$ cat src/rtl/addr_map_rule_pkg.sv
// Shared address-map types for the OBI demux family.
// The rule fields are sized for the widest supported map. Each user slices
// them down to its own ADDR_WIDTH and index width, so one typedef serves
// every instance.
package addr_map_rule_pkg;

    localparam int unsigned RULE_IDX_W  = 32;
    localparam int unsigned RULE_ADDR_W = 64;

    // A rule covers [start_addr, end_addr). The end address is exclusive.
    typedef struct packed {
        logic [RULE_IDX_W-1:0]  idx;
        logic [RULE_ADDR_W-1:0] start_addr;
        logic [RULE_ADDR_W-1:0] end_addr;
    } addr_map_rule_t;

    // Read data returned by the internal error target. Replicate this bit
    // to the local data width.
    localparam logic ERR_RDATA_BIT = 1'b0;

endpackage

$ cat src/rtl/addr_decode.sv
// Combinational address decoder. The first matching rule wins.
// Ports:
//   addr_i        address to decode
//   addr_map_i    NUM_RULES rules {idx, start_addr, end_addr}
//   default_idx_i index used when no rule matches and en_default_i=1
//   en_default_i  enable the default index
//   idx_o         decoded index (valid when dec_valid_o=1)
//   dec_valid_o   a rule matched, or the default index applied
module addr_decode
    import addr_map_rule_pkg::*;
#(
    parameter int unsigned NUM_RULES  = 2,
    parameter int unsigned ADDR_WIDTH = 32,
    parameter int unsigned IDX_WIDTH  = 1
) (
    input  logic [ADDR_WIDTH-1:0]                addr_i,
    input  addr_map_rule_t [NUM_RULES-1:0]       addr_map_i,
    input  logic [IDX_WIDTH-1:0]                 default_idx_i,
    input  logic                                 en_default_i,
    output logic [IDX_WIDTH-1:0]                 idx_o,
    output logic                                 dec_valid_o
);

    logic unused_map_bits;
    assign unused_map_bits = ^addr_map_i;

    // Scan from the last rule to the first. A lower-numbered match then
    // overwrites a higher one, so the first rule in the table wins.
    always_comb begin
        idx_o       = '0;
        dec_valid_o = 1'b0;
        for (int i = NUM_RULES - 1; i >= 0; i--) begin
            if (addr_i >= addr_map_i[i].start_addr[ADDR_WIDTH-1:0] &&
                addr_i <  addr_map_i[i].end_addr[ADDR_WIDTH-1:0]) begin
                idx_o       = addr_map_i[i].idx[IDX_WIDTH-1:0];
                dec_valid_o = 1'b1;
            end
        end
        if (!dec_valid_o && en_default_i) begin
            idx_o       = default_idx_i;
            dec_valid_o = 1'b1;
        end
    end

endmodule

$ cat src/rtl/obi_demux_ot.sv
// OBI 1-to-NSLAVE demultiplexer with outstanding-transaction tracking.
// A request is routed combinationally by address. Responses return in order
// from the slave that took the last accepted request. The demux stalls
// while transactions are outstanding to a different slave, and also when
// MAX_TRANS transactions are in flight. An unmapped address goes to an
// internal error target. That target answers one cycle after each accept
// with m_err_o=1 and zero read data.
// Ports:
//   clk_i, rst_i                         clock, async active-high reset
//   addr_map_i/default_idx_i/en_default_i   address map configuration
//   m_*                                  master side (req/gnt/rvalid/rdata/err)
//   s_*                                  slave side; we/be/addr/wdata are
//                                        broadcast to every slave
module obi_demux_ot
    import addr_map_rule_pkg::*;
#(
    parameter  int unsigned NSLAVE     = 2,
    parameter  int unsigned NUM_RULES  = NSLAVE,
    parameter  int unsigned ADDR_WIDTH = 32,
    parameter  int unsigned DATA_WIDTH = 32,
    parameter  int unsigned MAX_TRANS  = 4,
    localparam int unsigned BeWidth    = DATA_WIDTH / 8,
    localparam int unsigned IdxWidth   = (NSLAVE > 1) ? $clog2(NSLAVE) : 1
) (
    input  logic                                 clk_i,
    input  logic                                 rst_i,
    input  addr_map_rule_t [NUM_RULES-1:0]       addr_map_i,
    input  logic [IdxWidth-1:0]                  default_idx_i,
    input  logic                                 en_default_i,
    input  logic                                 m_req_i,
    input  logic                                 m_we_i,
    input  logic [BeWidth-1:0]                   m_be_i,
    input  logic [ADDR_WIDTH-1:0]                m_addr_i,
    input  logic [DATA_WIDTH-1:0]                m_wdata_i,
    output logic                                 m_gnt_o,
    output logic                                 m_rvalid_o,
    output logic [DATA_WIDTH-1:0]                m_rdata_o,
    output logic                                 m_err_o,
    output logic [NSLAVE-1:0]                    s_req_o,
    output logic                                 s_we_o,
    output logic [BeWidth-1:0]                   s_be_o,
    output logic [ADDR_WIDTH-1:0]                s_addr_o,
    output logic [DATA_WIDTH-1:0]                s_wdata_o,
    input  logic [NSLAVE-1:0]                    s_gnt_i,
    input  logic [NSLAVE-1:0]                    s_rvalid_i,
    input  logic [NSLAVE-1:0][DATA_WIDTH-1:0]    s_rdata_i
);

    // Target indices run 0..NSLAVE. Index NSLAVE is the internal error target.
    localparam int unsigned TgtWidth = $clog2(NSLAVE + 1);
    localparam int unsigned CntWidth = $clog2(MAX_TRANS + 1);
    localparam logic [TgtWidth-1:0] ErrTgt = TgtWidth'(NSLAVE);

    logic [IdxWidth-1:0]   dec_idx;
    logic                  dec_valid;
    logic [TgtWidth-1:0]   tgt, last_tgt;
    logic [CntWidth-1:0]   cnt;
    logic [NSLAVE-1:0]     tgt_oh, last_oh;
    logic                  tgt_is_err, last_is_err;
    logic                  stall, accept, rsp_vld_raw, rsp;
    logic                  err_rsp_q;
    logic [DATA_WIDTH-1:0] rdata_sel;

    addr_decode #(
        .NUM_RULES  (NUM_RULES),
        .ADDR_WIDTH (ADDR_WIDTH),
        .IDX_WIDTH  (IdxWidth)
    ) u_addr_decode (
        .addr_i        (m_addr_i),
        .addr_map_i    (addr_map_i),
        .default_idx_i (default_idx_i),
        .en_default_i  (en_default_i),
        .idx_o         (dec_idx),
        .dec_valid_o   (dec_valid)
    );

    assign tgt         = dec_valid ? TgtWidth'(dec_idx) : ErrTgt;
    assign tgt_is_err  = (tgt == ErrTgt);
    assign last_is_err = (last_tgt == ErrTgt);

    // One-hot selects avoid out-of-range indexing when a target is ErrTgt.
    for (genvar i = 0; i < NSLAVE; i++) begin : g_oh
        assign tgt_oh[i]  = (tgt == TgtWidth'(i));
        assign last_oh[i] = (last_tgt == TgtWidth'(i));
    end

    // Responses come back in order only when they all come from one slave.
    // Hold a request to a different target until the pipe drains.
    assign stall = (cnt == CntWidth'(MAX_TRANS)) ||
                   ((cnt != '0) && (tgt != last_tgt));

    assign s_req_o = (rst_i || stall) ? '0 : (tgt_oh & {NSLAVE{m_req_i}});
    assign m_gnt_o = !rst_i && !stall &&
                     (tgt_is_err ? m_req_i : |(s_gnt_i & tgt_oh));
    assign accept  = m_req_i && m_gnt_o;

    assign s_we_o    = m_we_i;
    assign s_be_o    = m_be_i;
    assign s_addr_o  = m_addr_i;
    assign s_wdata_o = m_wdata_i;

    always_comb begin
        rdata_sel = '0;
        for (int i = 0; i < NSLAVE; i++) begin
            if (last_oh[i]) rdata_sel = s_rdata_i[i];
        end
    end

    assign rsp_vld_raw = last_is_err ? err_rsp_q : |(s_rvalid_i & last_oh);
    // A response with nothing outstanding is not counted. This prevents
    // counter underflow.
    assign rsp         = rsp_vld_raw && (cnt != '0);

    assign m_rvalid_o = !rst_i && rsp_vld_raw;
    assign m_err_o    = !rst_i && last_is_err && err_rsp_q;
    assign m_rdata_o  = (rst_i || last_is_err) ? {DATA_WIDTH{ERR_RDATA_BIT}}
                                               : rdata_sel;

    always_ff @(posedge clk_i or posedge rst_i) begin
        if (rst_i) begin
            cnt       <= '0;
            last_tgt  <= '0;
            err_rsp_q <= 1'b0;
        end else begin
            err_rsp_q <= accept && tgt_is_err;
            if (accept) last_tgt <= tgt;
            if (accept && !rsp)      cnt <= cnt + CntWidth'(1);
            else if (!accept && rsp) cnt <= cnt - CntWidth'(1);
        end
    end

    // Protocol checks: no rvalid from a slave we are not waiting on, and no
    // rvalid while nothing is outstanding.
    always @(posedge clk_i) begin
        if (!rst_i) begin
            assert ((s_rvalid_i & ~last_oh) == '0)
                else $error("obi_demux_ot: rvalid from non-selected slave");
            assert (!(rsp_vld_raw && cnt == '0))
                else $error("obi_demux_ot: response with no outstanding transaction");
        end
    end

endmodule
$ cat config.mk
export PLATFORM = sky130hd
export DESIGN_NAME = obi_demux_ot
export DESIGN_NICKNAME = d
export VERILOG_FILES = /design/src/rtl/addr_map_rule_pkg.sv /design/src/rtl/addr_decode.sv /design/src/rtl/obi_demux_ot.sv
export SDC_FILE = /design/constraint.sdc
export NUM_CORES = 1
export LEC_CHECK = 0
export ABC_AREA = 1
export CORE_AREA = 2 2 222 224
export CTS_CLUSTER_SIZE = 16
export DETAILED_ROUTE_END_ITERATION = 7
export DIE_AREA = 0 0 224 226
export GPL_TIMING_DRIVEN = 0
export PLACE_DENSITY_LB_ADDON = 0.15
export SYNTH_ARGS = -nofsm -noshare
export SYNTH_HDL_FRONTEND = slang
export SYNTH_HIERARCHICAL = 1
export SYNTH_SLANG_ARGS = --single-unit
$ cat constraint.sdc
create_clock -name clk_i -period 4.12 [get_ports clk_i]
set_input_delay 0.824 -clock clk_i [delete_from_list [all_inputs] [get_ports clk_i]]
set_output_delay 0.824 -clock clk_i [all_outputs]
set_load 0.01 [all_outputs]
==> results of run 1 <==
[flip-flops by register name, summed over array words and instances, names as in the netlist]
signal	count
err_rsp_q	1
last_tgt	2
cnt	3
[repair_timing]
action	in CTS	in global routing
gates cloned	0	0
hold endpoints to repair	0	0
endpoints found under the setup margin	9	5
gates resized for setup	768	64
buffers inserted	12	6
pin swaps	285	78
[stage by stage]
step	setup WS [ns]	area (um^2)	TNS [ns]	hold slack (ns)	total power, mW
2_1_floorplan	0.426	4880	0	0.513	0.846
3_3_place_gp	-1.57	9060	-8.91	0.541	1.57
3_5_place_dp	-1.58	9060	-9.04	0.539	1.57
4_1_cts	-0.00309	10700	-0.00309	0.546	1.96
5_1_grt	-0.193	10900	-0.551	0.574	2.20
6_report	0.104	10900	0	0.531	1.99
[power breakdown]
group          switching, mW  total [mW]  leakage, nW  internal, mW
Sequential            0.0278       0.113       0.0745        0.0850
Combinational          0.875        1.72         4.72         0.847
Clock                 0.0295       0.154       0.0370         0.124
Total                  0.932        1.99         4.83          1.06
[metal layers]
layer | track usage [%] | vias up | part of all wire, %
met2 | 15.0 | 222 | 44
met5 | 0 | - | 0.087
met1 | 13.4 | 2776 | 47
met4 | 1.51 | 6 | 1.2
met3 | 2.28 | 20 | 7.3
li1 | - | 3198 | -
[path summary, 6_finish.rpt]
path | from | to | slack (ns) | depth (start not counted)
worst max-delay path | addr_map_i[91] | s_req_o[1] | 0.10 | 23
worst min-delay path | cnt[2] | cnt[2] | 0.53 | 2
worst max register to register | last_tgt[0] | cnt[2] | 1.81 | 15
worst min register to register | cnt[2] | cnt[2] | 0.53 | 2
max in group asynchronous | rst_i | cnt[0] | 2.89 | 2
min in group asynchronous | rst_i | last_tgt[0] | 0.97 | 2
[cells in the mapped netlist]
library cell and instances:
a21boi_0 1, a21o_1 2, a21oi_1 89, a21oi_2 3, a21oi_4 3, and2_1 1, buf_1 2, buf_2 8
buf_4 69, clkbuf_1 3, dfrtp_1 6, fa_1 1, ha_1 127, inv_1 164, inv_2 3, mux2_2 1
nand2_1 154, nand2_2 4, nand3_1 45, nand3_2 2, nand3b_1 1, nand4_1 10, nand4_2 1, nor2_1 42
nor2_2 5, nor3_1 6, nor3_2 2, nor3_4 1, o211ai_1 2, o21a_1 5, o21ai_0 15, o21ai_1 3
o21bai_1 1, xnor2_1 1, xor2_1 1
[final cells by class]
cell class / count / area [um^2]
repair buffers: 358 / 3340
inverters: 167 / 632
fillers: 5417 / 37400
flip-flops and latches: 6 / 150
diodes: 9 / 22.5
clock buffers: 3 / 75.1
plain buffers: 82 / 577
well taps: 622 / 778
multi-input cells: 529 / 5380
[worst min-delay path, stage by stage, from the launching register on]
cell and delay, ns:
dfrtp_1 0.32, inv_1 0.05, xor2_1 0.12
[kinds of logic (layout without fill, tap and decap cells)]
| kind of cell | count (synthesis) | in the layout | synth area share, % |
|---|---|---|---|
| DFF | 6 | 6 | 3.08 |
| and+or+nand+nor | 274 | 274 | 24.4 |
| buffers and inverters | 249 | 610 | 24.7 |
| other | 0 | 9 | 0 |
| adders and majority gates | 128 | 128 | 33.0 |
| xor gates and xnor gates | 2 | 2 | 0.359 |
| AOI/OAI and AO/OA | 124 | 124 | 14.2 |
| muxes | 1 | 1 | 0.231 |
==> qor.csv, run 1 <==
stage,metric,value,unit
synthesis,syn-cell-area,4880,um^2
global_route,grt_start_max_net_pins,11,
global_route,track_usage,9.55,%
floorplan,pin_count,568,
worst_setup_path,startpoint_type,input port,
routing,via_count,6222,
floorplan,die_h,226,um
sta,slew_violations,0,
routing,drcViolationCount,0,
clocking,cts-root-buf,clkbuf_16,
floorplan,placeableCoreArea,48300,um^2
synthesis,yosysSeqAreaShare,3.08,%
floorplan,num_rows,81,
sta,rsz0062_at_grt,yes,
place,place_congestion,0.704,
sta,relSlewSlack,56.6,%
finish,area.growth.synth_to_final,124,%
global_route,grt_pass1_wl,37200,um
worst_setup_path,path_cells,"dlygate4sd2_1, inv_2, ha_4, a21oi_4, o21ai_2, nand2_1, nand2_2, a21oi_4, nand2_2, nor2_4, nor2_4, nor2_2, nor2_1, nand2_2, nand2_4, nand2_1, nand2_2, inv_2, nand2_2, a21oi_4, nand2_2, nor2_1, buf_2",
routing,postRouteAntennaNets,0,
worst_setup_path,end_kind,output pin,
synthesis,synth_cell_types,35,
global_route,grt.overflow.total,0,
clocking,cts_hold_buf,0,
global_route,grt_pass1_vias,6354,
finish,layout_common_cells,"178 x clkdlybuf4s50_1, 94 x inv_2, 90 x buf_4",
floorplan,fp.dieArea,50600,um^2
finish,layout_commonest_cell,clkdlybuf4s50_1,
synthesis,synth.net_count,1374,
sta,fmax,0.249,GHz
synthesis,synth.area.top_cells,"ha_1 33%, inv_1 13%, nand2_1 12%, buf_4 11%, a21oi_1 9.1%",
sta,report.final.setup_viol,0,
clocking,cts-buffers-inserted,3,
sta,post-route-min-period,4.02,ns
status,status,completed,
routing,drt-vias-per-instance,3.50,
worst_setup_path,cp_data_required_time,3.30,ns
routing,first_pass_iters,4,
synthesis,syn_inst,784,
routing,routedWlPerCell,14.2,um
worst_setup_path,crit_slowest_cell,dlygate4sd2_1,
sta,fin_skew,0.000982,ns
synthesis,avgSynthCellArea,6.22,um^2
place,dp_hpwl,21800,um
worst_setup_path,cpMostUsedCell,nand2_2,
power_and_ir_drop,power_density,182,nW/um^2
power_and_ir_drop,ir_drop,0.000132,V
finish,fin_util,22.6,%
min_path,min_path_type,flop to flop,
place,placed_cells_incl_taps,1746,
synthesis,ys_warn_count,6,
worst_setup_path,cp_max_fo,4,
worst_setup_path,crit_family,simple AND/OR/NAND/NOR gates,
synthesis,netlist.top_cell.by_area,ha_1,
worst_setup_path,worstSetupPathType,input port to output pin,
place,numPortBuffers,340,
clocking,cts.sinks,6,
clocking,htree_levels,1,
synthesis,yosysTopAreaCellShare,32.6,%
worst_setup_path,cp_num_buf_inv,4,
floorplan,initial_utilization,10.1,%
sta,final.period_utilization,97.5,%
routing,drt_iter0_drc,104,
global_route,antenna_found_initial,13,
clocking,cts.reportedPaths.clkPinSlew,0.03,ns
finish,final_cells,1776,
finish,final_nets,1737,
worst_setup_path,slowest_delay,0.24,ns
clocking,cts_tree,built,
worst_setup_path,worst_ep_arrival_time,3.19,ns
floorplan,die_x,224,um
flow_run,drv_cap,0,
clocking,cts_buffer_depth,2,
sta,final-hold-violation-count,0,
routing,routed_wl,25300,um
synthesis,ys_seq_elements,6,
sta,tightest_slew,0.648,ns
clocking,clk_latency,0.22,ns
power_and_ir_drop,p_leak,4.83,nW
finish,post_route_cells_drive_above_1_share,46.2,%
Note: power is estimated with default switching activity, not from simulation.
==> run 2: changes to the inputs <==
clock period = 4.6 ns   (was 4.12 ns; I/O delays follow)
==> run 2 against run 1 <==
  * Via count is 1.6% lower
  * Sequential share of layout area hardly changed
  * Critical path depth stayed put
  * Die area stayed put
  * Global-route usage is 0.50 points lower
  * Non-clock buffer count is 8 lower
  * Final cell count is 0.62% lower
  * Routed wire length is 1.5% lower
  * Register-to-register slack better by 0.50 ns
  * Core utilization is 0.39 points lower
  * Combinational power is 12% lower
  * Final area is 1.7% lower
  * Critical endpoint unchanged
  * Largest cell class unchanged
  * Highest routed layer unchanged
==> qor.csv, run 2 (same netlist as run 1, synthesis figures left out) <==
stage,metric,value,unit,change
status,status,completed,,unchanged
routing,drt_iter0_drc,130,,was 104
worst_setup_path,cpMostUsedCell,nand2_2,,unchanged
sta,post-route-min-period,4.40,ns,
sta,relSlewSlack,56.6,%,about the same
finish,fillCellCount,5440,,"was 5,417"
clocking,cts-root-buf,clkbuf_16,,unchanged
clocking,cts.sinks,6,,unchanged
sta,fmax,0.227,GHz,
worst_setup_path,end_kind,output pin,,unchanged
worst_setup_path,cp_data_required_time,3.68,ns,was 3.30 ns
power_and_ir_drop,p_leak,5.09,nW,was 4.83 nW
sta,setup_tns,0,ns,unchanged
floorplan,die_h,226,um,unchanged
finish,layout_commonest_cell,clkdlybuf4s50_1,,unchanged
routing,postRouteAntennaNets,0,,unchanged
clocking,cts.reportedPaths.clkPinSlew,0.03,ns,about the same
place,placed_cells_incl_taps,1746,,unchanged
power_and_ir_drop,power_density,163,nW/um^2,was 182 nW/um^2
worst_setup_path,slowest_delay,0.46,ns,was 0.24 ns
worst_setup_path,crit_slowest_cell,clkdlybuf4s50_1,,was dlygate4sd2_1
finish,final_nets,1729,,"was 1,737"
global_route,antenna_found_initial,11,,was 13
floorplan,fp.dieArea,50600,um^2,unchanged
place,dp_slack,-1.29,ns,was -1.58 ns
sta,fin_skew,0.000902,ns,was 0.000982 ns
worst_setup_path,path_cells,"clkdlybuf4s50_1, inv_1, ha_1, nand2_2, o21ai_1, nand2_1, nand2_2, a21oi_4, nand2_2, nor2_4, nor2_4, nor2_2, nor2_1, nand2_2, nand2_2, nand2_2, nand2_2, inv_2, nand2_4, a21oi_4, nand2_2, nor2_1, buf_2",,"was dlygate4sd2_1, inv_2, ha_4, a21oi_4, o21ai_2, nand2_1, nand2_2, a21oi_4, nand2_2, nor2_4, nor2_4, nor2_2, nor2_1, nand2_2, nand2_4, nand2_1, nand2_2, inv_2, nand2_2, a21oi_4, nand2_2, nor2_1, buf_2"
sta,fin_hold_ws,0.544,ns,was 0.531 ns
sta,report.final.setup_viol,0,,unchanged
global_route,grt_pass1_vias,5871,,"was 6,354"
routing,routed_wl,24900,um,"was 25,300 um"
sta,worst_slack,0.196,ns,was 0.104 ns
place,numPortBuffers,340,,unchanged
global_route,grt.overflow.total,0,,unchanged
global_route,track_usage,9.05,%,was 9.55%
global_route,grt_pass1_wl,34900,um,"was 37,200 um"
routing,routedWlPerCell,14.1,um,was 14.2 um
power_and_ir_drop,power,1.75,mW,was 1.99 mW
clocking,cts_buffer_depth,2,,unchanged
sta,slew_violations,0,,unchanged
place,dp_hpwl,21800,um,unchanged
finish,final_cells,1765,,"was 1,776"
worst_setup_path,startpoint_type,input port,,unchanged
finish,regMostFlops,cnt,,unchanged
routing,first_pass_iters,4,,unchanged
routing,via_count,6124,,"was 6,222"
sta,tightest_slew,0.648,ns,about the same
floorplan,die_x,224,um,unchanged
finish,post_route_cells_drive_above_1_share,35.9,%,was 46.2%
routing,drcViolationCount,0,,unchanged
place,place_congestion,0.704,,unchanged
floorplan,initial_utilization,10.1,%,unchanged
worst_setup_path,worst_ep_arrival_time,3.48,ns,was 3.19 ns
finish,finalInstanceArea,10800,um^2,"was 10,900 um^2"
finish,top_regs,"cnt x3, last_tgt x2, err_rsp_q x1",,unchanged
clocking,cts-buffers-inserted,3,,unchanged
flow_run,drv_cap,0,,unchanged
finish,layout_common_cells,"247 x clkdlybuf4s50_1, 111 x inv_1, 93 x nand2_1",,"was 178 x clkdlybuf4s50_1, 94 x inv_2, 90 x buf_4"
floorplan,placeableCoreArea,48300,um^2,unchanged
routing,drt-vias-per-instance,3.47,,was 3.50
worst_setup_path,cp_max_fo,3,,was 4
finish,largest_reg_flops,3,,unchanged
worst_setup_path,worstSetupPathType,input port to output pin,,unchanged
power_and_ir_drop,ir_drop,0.000128,V,was 0.000132 V
clocking,htree_levels,1,,unchanged
finish,area.growth.synth_to_final,121,%,was 124%
place,place_area,9060,um^2,unchanged
sta,final.period_utilization,95.7,%,
finish,fin_util,22.3,%,was 22.6%
sta,final-hold-violation-count,0,,unchanged
floorplan,pin_count,568,,unchanged
floorplan,num_rows,81,,unchanged
global_route,grt_start_max_net_pins,11,,unchanged
clocking,cts_tree,built,,unchanged
clocking,clk_latency,0.22,ns,about the same
min_path,min_path_type,flop to flop,,unchanged
[run 2: cell types whose count changed in the layout (fill, tap and decap cells not counted), sizes merged, moves of 12 or more]
cell           delta
clkdlybuf4s50    +69
dlygate4sd2      -66
dlymetal6s2s     +46
clkbuf           +12
clkdlybuf4s15    -16
buf              -53
[run 2: critical path, delay by kind of cell]
family                   cells  cell delay (ns)
AO/OA/AOI/OAI                3             0.41
adder cells (fa/ha/maj)      1             0.29
AND/OR/NAND/NOR             15             1.13
buffers and inverters        4             0.73
[run 2: layout make-up]
class | instances | area [um^2] | area share [%]
Multi-Input combinational cell | 529 | 5080 | 47.2
Buffer | 82 | 577 | 5.36
Timing Repair Buffer | 350 | 3460 | 32.1
Antenna cell | 6 | 15.0 | 0.140
Tap cell | 622 | 778 | 7.23
Clock buffer | 3 | 75.1 | 0.698
Inverter | 167 | 627 | 5.83
Sequential cell | 6 | 150 | 1.40
[run 2: layer usage]
layer,GRT usage [%],wire [um],vias to the layer above
li1,-,-,3176
met1,13.0,12000,2701
met2,13.6,10800,223
met3,2.38,1840,18
met4,1.51,176,6
met5,0,36,-
[run 2: final timing paths]
| check | from | to | slack, ns | cells after the start |
|---|---|---|---|---|
| hold / removal | cnt[2] | cnt[2] | 0.54 | 2 |
| hold reg to reg | cnt[2] | cnt[2] | 0.54 | 2 |
| setup / recovery | addr_map_i[82] | s_req_o[1] | 0.20 | 23 |
| max in group asynchronous | rst_i | cnt[0] | 3.27 | 2 |
| min in group asynchronous | rst_i | last_tgt[0] | 1.07 | 2 |
| setup reg to reg | last_tgt[0] | cnt[2] | 2.31 | 15 |
[run 2: repair_timing]
item	in CTS	in global routing
buffers inserted	7	4
resized for setup	171	320
endpoints found under the setup margin	6	5
pin swaps	78	168
hold buffers	0	0
gates cloned	0	0
[run 2: where the power goes]
part	leakage, nW	switching (mW)	internal (mW)
clock	0.0370	0.0262	0.111
combinational	4.98	0.764	0.746
sequential	0.0745	0.0272	0.0761
total	5.09	0.817	0.934
